### config.mk
export PLATFORM = sky130hd
export DESIGN_NAME = fir_mac_sequencer_flat
export DESIGN_NICKNAME = d
export VERILOG_FILES = /design/src/rtl/fir_mac_sequencer_if.sv /design/src/rtl/fir_mac_sequencer.sv /design/src/flat_wrapper.sv
export SDC_FILE = /design/constraint.sdc
export NUM_CORES = 1
export LEC_CHECK = 0
export CAP_MARGIN = 20
export CELL_PAD_IN_SITES_DETAIL_PLACEMENT = 1
export CELL_PAD_IN_SITES_GLOBAL_PLACEMENT = 2
export CORE_MARGIN = 2
export CORE_UTILIZATION = 27
export CTS_BUF_LIST = sky130_fd_sc_hd__clkbuf_8 sky130_fd_sc_hd__clkbuf_16
export DETAILED_ROUTE_END_ITERATION = 12
export GPL_ROUTABILITY_DRIVEN = 0
export PLACE_DENSITY_LB_ADDON = 0.1
export SYNTH_ARGS = -nofsm -noshare
export SYNTH_HDL_FRONTEND = slang
export SYNTH_SLANG_ARGS = --single-unit
### constraint.sdc
create_clock -name iClk12M -period 2.6 [get_ports iClk12M]
set_input_delay 0.39 -clock iClk12M [delete_from_list [all_inputs] [get_ports iClk12M]]
set_output_delay 0.39 -clock iClk12M [all_outputs]
set_load 0.03 [all_outputs]
### src/rtl/fir_mac_sequencer_if.sv
// Bus bundle for the FIR MAC sequencer: sample strobe, host coefficient-write
// handshake, and the control outputs that steer the MAC datapath.
// Handshake: the host raises iCoefWrReq with address/data and holds them
// stable until it sees the one-cycle oCoefWrAck pulse. It then drops the
// request during that ack cycle. A write is granted only while the sequencer
// is idle and no sample strobe is present.
interface fir_mac_sequencer_if #(
    parameter int IDX_W  = 4,
    parameter int COEF_W = 8
);
    logic                     iEnSample600k;
    logic                     iCoefWrReq;
    logic [IDX_W-1:0]         iCoefWrAddr;
    logic signed [COEF_W-1:0] iCoefWrData;
    logic                     oCoefWrAck;
    logic                     oCoefWe;
    logic [IDX_W-1:0]         oCoefWrAddr;
    logic signed [COEF_W-1:0] oCoefWrData;
    logic                     oCoefRdEn;
    logic [IDX_W-1:0]         oTapSel;
    logic                     oCenter;
    logic                     oAccClr;
    logic                     oAccEn;
    logic                     oOutValid;
    logic                     oBusy;
    logic                     oOverrun;
    logic [1:0]               oDbgState;

    // Host / testbench side.
    modport master (
        output iEnSample600k, iCoefWrReq, iCoefWrAddr, iCoefWrData,
        input  oCoefWrAck, oCoefWe, oCoefWrAddr, oCoefWrData, oCoefRdEn,
        input  oTapSel, oCenter, oAccClr, oAccEn, oOutValid, oBusy, oOverrun,
        input  oDbgState
    );

    // Sequencer side.
    modport slave (
        input  iEnSample600k, iCoefWrReq, iCoefWrAddr, iCoefWrData,
        output oCoefWrAck, oCoefWe, oCoefWrAddr, oCoefWrData, oCoefRdEn,
        output oTapSel, oCenter, oAccClr, oAccEn, oOutValid, oBusy, oOverrun,
        output oDbgState
    );
endinterface

### src/rtl/fir_mac_sequencer.sv
// Control FSM for the time-multiplexed symmetric FIR MAC.
// On each sample strobe the FSM clears the accumulator. It then walks the
// folded tap pairs, one per clock, and finally flags the finished sum.
// Host coefficient writes are admitted only while the FSM is idle.
// All outputs are registered.
module fir_mac_sequencer #(
    parameter int NUM_TAPS = 21,
    parameter int IDX_W    = 4,
    parameter int COEF_W   = 8
) (
    input  logic                  iClk12M,
    input  logic                  iRsn,
    fir_mac_sequencer_if.slave    bus
);
    localparam int NUM_PAIRS = (NUM_TAPS + 1) / 2;
    localparam logic [IDX_W-1:0] LAST_K = IDX_W'(NUM_PAIRS - 1);

    typedef enum logic [1:0] {
        S_IDLE  = 2'd0,
        S_CLEAR = 2'd1,
        S_RUN   = 2'd2,
        S_DONE  = 2'd3
    } state_t;

    state_t                   r_state;
    logic                     r_acc_clr;
    logic                     r_acc_en;
    logic                     r_rd_en;
    logic [IDX_W-1:0]         r_tap_sel;
    logic                     r_center;
    logic                     r_out_valid;
    logic                     r_busy;
    logic                     r_overrun;
    logic                     r_wr_ack;
    logic                     r_coef_we;
    logic [IDX_W-1:0]         r_wr_addr;
    logic signed [COEF_W-1:0] r_wr_data;

    logic w_grant;
    logic w_addr_ok;

    // A write is granted only in a quiet idle cycle. The strobe has priority.
    // The !r_wr_ack term spaces writes so that a request still held in its
    // ack cycle cannot be granted twice.
    assign w_grant   = bus.iCoefWrReq && (r_state == S_IDLE) &&
                       !bus.iEnSample600k && !r_wr_ack;
    // Addresses beyond the last pair are acknowledged but not written.
    assign w_addr_ok = ({1'b0, bus.iCoefWrAddr} < (IDX_W+1)'(NUM_PAIRS));

    // Sequencer FSM, overrun flag and write arbitration; r_tap_sel doubles as pair counter.
    always_ff @(posedge iClk12M) begin
        if (!iRsn) begin
            r_state     <= S_IDLE;
            r_acc_clr   <= 1'b0;
            r_acc_en    <= 1'b0;
            r_rd_en     <= 1'b0;
            r_tap_sel   <= '0;
            r_center    <= 1'b0;
            r_out_valid <= 1'b0;
            r_busy      <= 1'b0;
            r_overrun   <= 1'b0;
            r_wr_ack    <= 1'b0;
            r_coef_we   <= 1'b0;
            r_wr_addr   <= '0;
            r_wr_data   <= '0;
        end else begin
            r_acc_clr   <= 1'b0;
            r_out_valid <= 1'b0;
            case (r_state)
                S_IDLE: begin
                    if (bus.iEnSample600k) begin
                        r_state   <= S_CLEAR;
                        r_acc_clr <= 1'b1;
                        r_busy    <= 1'b1;
                    end
                end
                S_CLEAR: begin
                    r_state   <= S_RUN;
                    r_tap_sel <= '0;
                    r_center  <= (LAST_K == '0);
                    r_acc_en  <= 1'b1;
                    r_rd_en   <= 1'b1;
                end
                S_RUN: begin
                    if (r_tap_sel == LAST_K) begin
                        // tap select keeps its last value after the run
                        r_state     <= S_DONE;
                        r_acc_en    <= 1'b0;
                        r_rd_en     <= 1'b0;
                        r_center    <= 1'b0;
                        r_out_valid <= 1'b1;
                    end else begin
                        r_tap_sel <= r_tap_sel + 1'b1;
                        r_center  <= ((r_tap_sel + 1'b1) == LAST_K);
                    end
                end
                S_DONE: begin
                    r_state <= S_IDLE;
                    r_busy  <= 1'b0;
                end
                default: r_state <= S_IDLE;
            endcase

            if (bus.iEnSample600k && (r_state != S_IDLE)) begin
                r_overrun <= 1'b1;
            end

            r_wr_ack  <= w_grant;
            r_coef_we <= w_grant && w_addr_ok;
            if (w_grant) begin
                r_wr_addr <= bus.iCoefWrAddr;
                r_wr_data <= bus.iCoefWrData;
            end
        end
    end

    assign bus.oAccClr     = r_acc_clr;
    assign bus.oAccEn      = r_acc_en;
    assign bus.oCoefRdEn   = r_rd_en;
    assign bus.oTapSel     = r_tap_sel;
    assign bus.oCenter     = r_center;
    assign bus.oOutValid   = r_out_valid;
    assign bus.oBusy       = r_busy;
    assign bus.oOverrun    = r_overrun;
    assign bus.oCoefWrAck  = r_wr_ack;
    assign bus.oCoefWe     = r_coef_we;
    assign bus.oCoefWrAddr = r_wr_addr;
    assign bus.oCoefWrData = r_wr_data;
    assign bus.oDbgState   = r_state;
endmodule

### src/flat_wrapper.sv
// flat-port wrapper written by rule: the top's interface ports become plain ports
module fir_mac_sequencer_flat 
#(
    parameter int NUM_TAPS = 21,
    parameter int IDX_W    = 4,
    parameter int COEF_W   = 8
)
  (iClk12M, iRsn, bus_iEnSample600k, bus_iCoefWrReq, bus_iCoefWrAddr, bus_iCoefWrData, bus_oCoefWrAck, bus_oCoefWe, bus_oCoefWrAddr, bus_oCoefWrData, bus_oCoefRdEn, bus_oTapSel, bus_oCenter, bus_oAccClr, bus_oAccEn, bus_oOutValid, bus_oBusy, bus_oOverrun, bus_oDbgState);
  fir_mac_sequencer_if #(.IDX_W(IDX_W), .COEF_W(COEF_W)) bus_i ();
  input  logic iClk12M;
  input  logic iRsn;
  input wire logic [$bits(bus_i.iEnSample600k)-1:0] bus_iEnSample600k;
  input wire logic [$bits(bus_i.iCoefWrReq)-1:0] bus_iCoefWrReq;
  input wire logic [$bits(bus_i.iCoefWrAddr)-1:0] bus_iCoefWrAddr;
  input wire logic [$bits(bus_i.iCoefWrData)-1:0] bus_iCoefWrData;
  output wire logic [$bits(bus_i.oCoefWrAck)-1:0] bus_oCoefWrAck;
  output wire logic [$bits(bus_i.oCoefWe)-1:0] bus_oCoefWe;
  output wire logic [$bits(bus_i.oCoefWrAddr)-1:0] bus_oCoefWrAddr;
  output wire logic [$bits(bus_i.oCoefWrData)-1:0] bus_oCoefWrData;
  output wire logic [$bits(bus_i.oCoefRdEn)-1:0] bus_oCoefRdEn;
  output wire logic [$bits(bus_i.oTapSel)-1:0] bus_oTapSel;
  output wire logic [$bits(bus_i.oCenter)-1:0] bus_oCenter;
  output wire logic [$bits(bus_i.oAccClr)-1:0] bus_oAccClr;
  output wire logic [$bits(bus_i.oAccEn)-1:0] bus_oAccEn;
  output wire logic [$bits(bus_i.oOutValid)-1:0] bus_oOutValid;
  output wire logic [$bits(bus_i.oBusy)-1:0] bus_oBusy;
  output wire logic [$bits(bus_i.oOverrun)-1:0] bus_oOverrun;
  output wire logic [$bits(bus_i.oDbgState)-1:0] bus_oDbgState;
  assign bus_i.iEnSample600k = bus_iEnSample600k;
  assign bus_i.iCoefWrReq = bus_iCoefWrReq;
  assign bus_i.iCoefWrAddr = bus_iCoefWrAddr;
  assign bus_i.iCoefWrData = bus_iCoefWrData;
  assign bus_oCoefWrAck = bus_i.oCoefWrAck;
  assign bus_oCoefWe = bus_i.oCoefWe;
  assign bus_oCoefWrAddr = bus_i.oCoefWrAddr;
  assign bus_oCoefWrData = bus_i.oCoefWrData;
  assign bus_oCoefRdEn = bus_i.oCoefRdEn;
  assign bus_oTapSel = bus_i.oTapSel;
  assign bus_oCenter = bus_i.oCenter;
  assign bus_oAccClr = bus_i.oAccClr;
  assign bus_oAccEn = bus_i.oAccEn;
  assign bus_oOutValid = bus_i.oOutValid;
  assign bus_oBusy = bus_i.oBusy;
  assign bus_oOverrun = bus_i.oOverrun;
  assign bus_oDbgState = bus_i.oDbgState;
  fir_mac_sequencer #(.NUM_TAPS(NUM_TAPS), .IDX_W(IDX_W), .COEF_W(COEF_W)) u_core (.iClk12M(iClk12M), .iRsn(iRsn), .bus(bus_i));
endmodule
==> results of run 1 <==
[layer usage]
metal / part of all wire, % / track usage (%) / wire length (um)
met1: 44 / 16.2 / 1310
met2: 49 / 23.6 / 1470
met3: 5.0 / 3.17 / 149
met4: 1.8 / 5.13 / 53
met5: 0 / 0 / 0
[Yosys cell counts, types with 3 or more instances]
library cell	n
ha_1	8
nand2_1	31
dfxtp_1	26
and2_1	4
o21a_1	4
nor2_1	3
buf_2	3
inv_1	7
a21boi_1	15
nor2b_1	3
[power groups by stage]
stage                     sequential (uW)  combinational, uW  clock [uW]
after detailed placement              519                531           0
after CTS                             510                533         241
after global routing                  520                566         264
final                                 507                521         227
after global placement                515                517           0
after floorplan                       627                217           0
[flip-flops by register name, summed over array words and instances, names as in the netlist]
signal / cells
u_core.bus.oCoefWrAck: 1
u_core.bus.oAccEn: 1
u_core.bus.oTapSel: 4
u_core.bus.oOutValid: 1
u_core.bus.oBusy: 1
u_core.bus.oCenter: 1
u_core.bus.oDbgState: 2
u_core.bus.oCoefWrData: 8
u_core.bus.oCoefWrAddr: 4
u_core.bus.oOverrun: 1
u_core.bus.oAccClr: 1
u_core.bus.oCoefWe: 1
[per-stage QoR]
stage,worst slack [ns],instance area [um^2],hold WS (ns)
final,0.718,1690,0.458
after global routing,0.645,1690,0.481
after CTS,0.699,1690,0.462
after detailed placement,0.669,1650,0.449
after global placement,0.726,1650,0.442
after floorplan,1.00,1180,0.481
[cell families after synthesis]
group           count (synthesis)  share of synthesized area, %
simple gates                   53                          22.9
fa+ha+maj                       8                          8.45
mux                             1                         0.845
flops                          26                          43.9
buf+inv                        14                          5.39
xor+xnor                        1                         0.739
compound gates                 29                          17.7
[area by class of cell]
class / count / share of cell area (%)
tap: 52 / 3.85
inverter: 7 / 1.56
timing repair buffer: 44 / 25.8
clock buffer: 3 / 2.44
sequential: 26 / 30.8
multi-input combinational: 92 / 35.6
[path summary, 6_finish.rpt]
path | from | to | slack (ns)
setup / recovery | u_core.bus.oTapSel[2]$_SDFFE_PN0P_ | bus_oTapSel[2] | 0.72
hold / removal | u_core.bus.oCoefWrData[7]$_SDFFE_PN0P_ | u_core.bus.oCoefWrData[7]$_SDFFE_PN0P_ | 0.46
setup reg to reg | u_core.bus.oDbgState[0]$_SDFFE_PN0P_ | u_core.bus.oCoefWe$_SDFF_PN0_ | 0.91
hold reg to reg | u_core.bus.oCoefWrData[7]$_SDFFE_PN0P_ | u_core.bus.oCoefWrData[7]$_SDFFE_PN0P_ | 0.46
==> metrics.csv, run 1 <==
metric,value,unit
number of antenna violations at the first check in global routing,0,
power per standard cell area,743,nW/um^2
net switching component of the power,469,uW
relative max-transition margin,62.4,%
fin nets,198,
internal power consumption,786,uW
drt via density,4.61,
via count,1033,
"EDFF count, synth",0,
Die Area,4930,um^2
global-route usage over all layers,13.6,%
most common library cell in the layout ignoring fill and taps,clkdlybuf4s50_1,
syn_area_per_cell,8.98,um^2
Synth warnings,0,
Crit Path Class,reg -> out,
standard-cell rows,24,
CP bufs+invs,1,
number of buffers created by CTS,3,
Diodes inserted,0,
largest net degree at the start of global routing,14,
count of hold-fix buffers inserted at cts,0,
area share of the largest cell type after synthesis,43.9,%
post-layout min period,1.88,ns
number of failing setup endpoints in the final timing report,0,
relative contribution of combinational cells to total power,41.5,%
largest voltage drop on the vdd net,260,uV
"buffers from clock root to sink, at most",2,
Worst path slowest cell,clkdlybuf4s50_1,
result of the run,completed,
CP startpoint kind,flop,
worst hold path class,reg -> reg,
count of unresolved DRC violations after routing,0,
proportion of layout cells with a drive suffix above 1,3.49,%
via count of the first global-routing pass,1128,
number of synthesized register bits,26,
Worst Skew,0.00222,ns
cell family with the largest share of critical-path delay,buffers and inverters,
setup TNS,0,ns
RSZ-0062 raised after global routing,no,
largest stage delay on the critical path,0.73,ns
CTS H-tree depth,1,
highest-count cells in the layout ignoring fill and taps,"clkdlybuf4s50_1, nand2_1, dfxtp_1, a21boi_1, ha_1",
Die Span X,70.2,um
Total Wirelength,2.99,mm
number of routed nets with antenna violations,0,
arrival time at the worst endpoint,1.49,ns
detailed-route wire length per cell,13.3,um
Reg power frac,40.4,%
fin crit share,72.4,%
required time at the worst-slack endpoint,2.21,ns
Register Area,520,um^2
clock edge transition at the registers on the reported setup and hold paths,0.09,ns
clock sinks,26,
PostCTS Resize Cnt,0,
part of the power in the clock network,18.1,%
leakage power total,0.000628,uW
Cell variety after synth,30,
count of placed standard cells including taps,221,
wire length of the first global-routing pass,5.35,mm
Min-Delay Path Depth,2,
core utilization of the finished layout,39.3,%
count of fill cells added during filler insertion,518,
I/O Buffers,42,
grt total ovfl,0,
synthesized netlist cell count,132,
measured slew at the worst slew-check pin,0.560,ns
post-CTS setup repair buffer count,0,
Synth Flop Type,dfxtp_1,
achievable clock frequency,0.531,GHz
switching share of total power,37.4,%
part of the Yosys area used for sequential elements,43.9,%
master cell of the clock root buffer,clkbuf_8,
Synth area leaders,"dfxtp_1, nand2_1, a21boi_1",
crit path cell chain,clkdlybuf4s50_1,
number of maximum-capacitance constraint violations,0,
Synth-to-Final Area Change,42.6,%
non-filler instance count after layout,224,
clock tree from TritonCTS,built,
total area of multi-input combinational cells,601,um^2
post-synthesis cell area,1180,um^2
First-pass DRT Iterations,4,
num ports,43,
vertical die dimension,70.2,um
proportion of register bits with asynchronous set or reset after synthesis,0,%
HPWL after detailed placement,2.31,mm
drt initial violations,35,
number of slew-limit violations in the final report,0,
instance count on the critical path,1,
number of failing hold endpoints at the final stage,0,
cell type contributing the most total cell area after synthesis,dfxtp_1,
crit end category,output pin,
"Power, Total",1250,uW
core area,4290,um^2
Critical Path Fanout Max,9,
latest clock arrival within the worst-skew pair,0.27,ns
"Net Count, Synth",156,
length in cells of the worst reg-to-reg path,5,
initial core utilization,27.6,%
(Power assumes the default switching activity.)
==> run 2, diff against run 1 <==
CORE_UTILIZATION = 25   (was 27)
clock period = 1.8 ns   (was 2.6 ns; I/O delays follow)
==> run 2 against run 1 <==
Worst setup slack lost 0.61 ns. Routed wire length shrank 0.57%. Flip-flop and latch count unchanged. Sequential power grew 44%. Sequential share of layout area shrank 0.67 points. Critical path depth stayed put. First-iteration DRC count down 37%. Clock power rose by 45%. Largest cell class unchanged. Non-clock buffer count grew 4. Count of clock-buffer cells in the layout did not move. Critical endpoint is now bus_oTapSel[1]. Utilization decreased by 2.3 points.
==> metrics.csv, run 2 (synthesis gave the netlist of run 1 again) <==
metric,value,unit
First-pass DRT Iterations,4,
global-route usage over all layers,11.7,%
wire length of the first global-routing pass,4.97,mm
Crit Path Class,reg -> out,
arrival time at the worst endpoint,1.42,ns
number of failing hold endpoints at the final stage,0,
RSZ-0062 raised after global routing,no,
proportion of layout cells with a drive suffix above 1,5.68,%
number of maximum-capacitance constraint violations,0,
largest net degree at the start of global routing,14,
relative max-transition margin,75.2,%
"buffers from clock root to sink, at most",2,
clock edge transition at the registers on the reported setup and hold paths,0.09,ns
measured slew at the worst slew-check pin,0.370,ns
largest stage delay on the critical path,0.71,ns
number of routed nets with antenna violations,0,
Worst Skew,0.00623,ns
drt initial violations,22,
detailed-route wire length per cell,12.9,um
number of slew-limit violations in the final report,0,
fin crit share,94.1,%
leakage power total,0.000684,uW
required time at the worst-slack endpoint,1.53,ns
HPWL after detailed placement,2.32,mm
crit end category,output pin,
fin nets,202,
post-CTS setup repair buffer count,0,
clock sinks,26,
core area,4660,um^2
number of antenna violations at the first check in global routing,0,
CP bufs+invs,1,
final design area excluding fillers,1730,um^2
grt total ovfl,0,
cell family with the largest share of critical-path delay,buffers and inverters,
setup TNS,0,ns
drt via density,4.47,
Die Span X,72.8,um
CTS H-tree depth,1,
post-layout min period,1.69,ns
latest clock arrival within the worst-skew pair,0.27,ns
master cell of the clock root buffer,clkbuf_8,
CP startpoint kind,flop,
num ports,43,
hold slack final,0.462,ns
result of the run,completed,
worst hold path class,reg -> reg,
initial core utilization,25.4,%
flip-flop count of the largest register after layout,8,
"Power, Total",1830,uW
achievable clock frequency,0.590,GHz
most common library cell in the layout ignoring fill and taps,clkdlybuf4s50_1,
standard-cell rows,25,
power per standard cell area,1060,nW/um^2
Die Area,5310,um^2
cell area after placement,1680,um^2
number of failing setup endpoints in the final timing report,0,
Critical Path Fanout Max,7,
count of unresolved DRC violations after routing,0,
clock tree from TritonCTS,built,
highest-count cells in the layout ignoring fill and taps,"clkdlybuf4s50_1, nand2_1, dfxtp_1, a21boi_1, ha_1",
Total Wirelength,2.97,mm
vertical die dimension,72.8,um
Synth-to-Final Area Change,45.7,%
via count,1029,
largest voltage drop on the vdd net,485,uV
Worst path slowest cell,clkdlybuf4s50_1,
I/O Buffers,42,
crit path cell chain,clkdlybuf4s50_1,
Diodes inserted,0,
via count of the first global-routing pass,1040,
number of buffers created by CTS,3,
[run 2: worst paths after layout]
kind / start / to / slack, ns / cells after the start
max: u_core.bus.oTapSel[1]$_SDFFE_PN0P_ / bus_oTapSel[1] / 0.11 / 1
min: u_core.bus.oCoefWrAddr[2]$_SDFFE_PN0P_ / u_core.bus.oCoefWrAddr[2]$_SDFFE_PN0P_ / 0.46 / 2
max reg2reg: u_core.bus.oDbgState[0]$_SDFFE_PN0P_ / u_core.bus.oCoefWrData[0]$_SDFFE_PN0P_ / 0.31 / 6
min reg2reg: u_core.bus.oCoefWrAddr[2]$_SDFFE_PN0P_ / u_core.bus.oCoefWrAddr[2]$_SDFFE_PN0P_ / 0.46 / 2
[run 2: area by class of cell]
cell class              count  area, um^2
well taps                  54        67.6
fillers                   544        2930
inverters                   7        26.3
clock buffers               3        41.3
repair buffers             48         470
flip-flops and latches     26         520
multi-input cells          92         601
[run 2: per-stage QoR]
stage          instances  util (%)  setup slack [ns]
5_1_grt              230      37.0            0.0210
2_1_floorplan        132         -             0.204
6_report             230      37.0             0.106
4_1_cts              230      36.9            0.0110
3_3_place_gp         227      36.1             0.276
3_5_place_dp         227      36.1             0.185
[run 2: per-layer routing]
layer  routed length [um]  global-route usage, %  up-vias
met5                    0                      0        -
met1                 1410                   15.3      473
met4                   21                   3.09        0
li1                     -                      -      528
met2                 1410                   19.8       26
met3                  132                   2.35        2
[run 2: timing repair]
| action | in CTS | in global routing |
|---|---|---|
| gates resized for setup | 0 | 2 |
| hold buffers | 0 | 0 |
| endpoints found under the setup margin | 0 | 2 |
| endpoints found under the hold margin | 0 | 0 |
[run 2: power by group]
| group | leakage, uW | internal, uW | switching (uW) |
|---|---|---|---|
| Combinational | 0.000451 | 340 | 432 |
| Sequential | 0.000212 | 662 | 68.0 |
| Clock | 0.0000216 | 150 | 179 |
| Total | 0.000684 | 1150 | 679 |
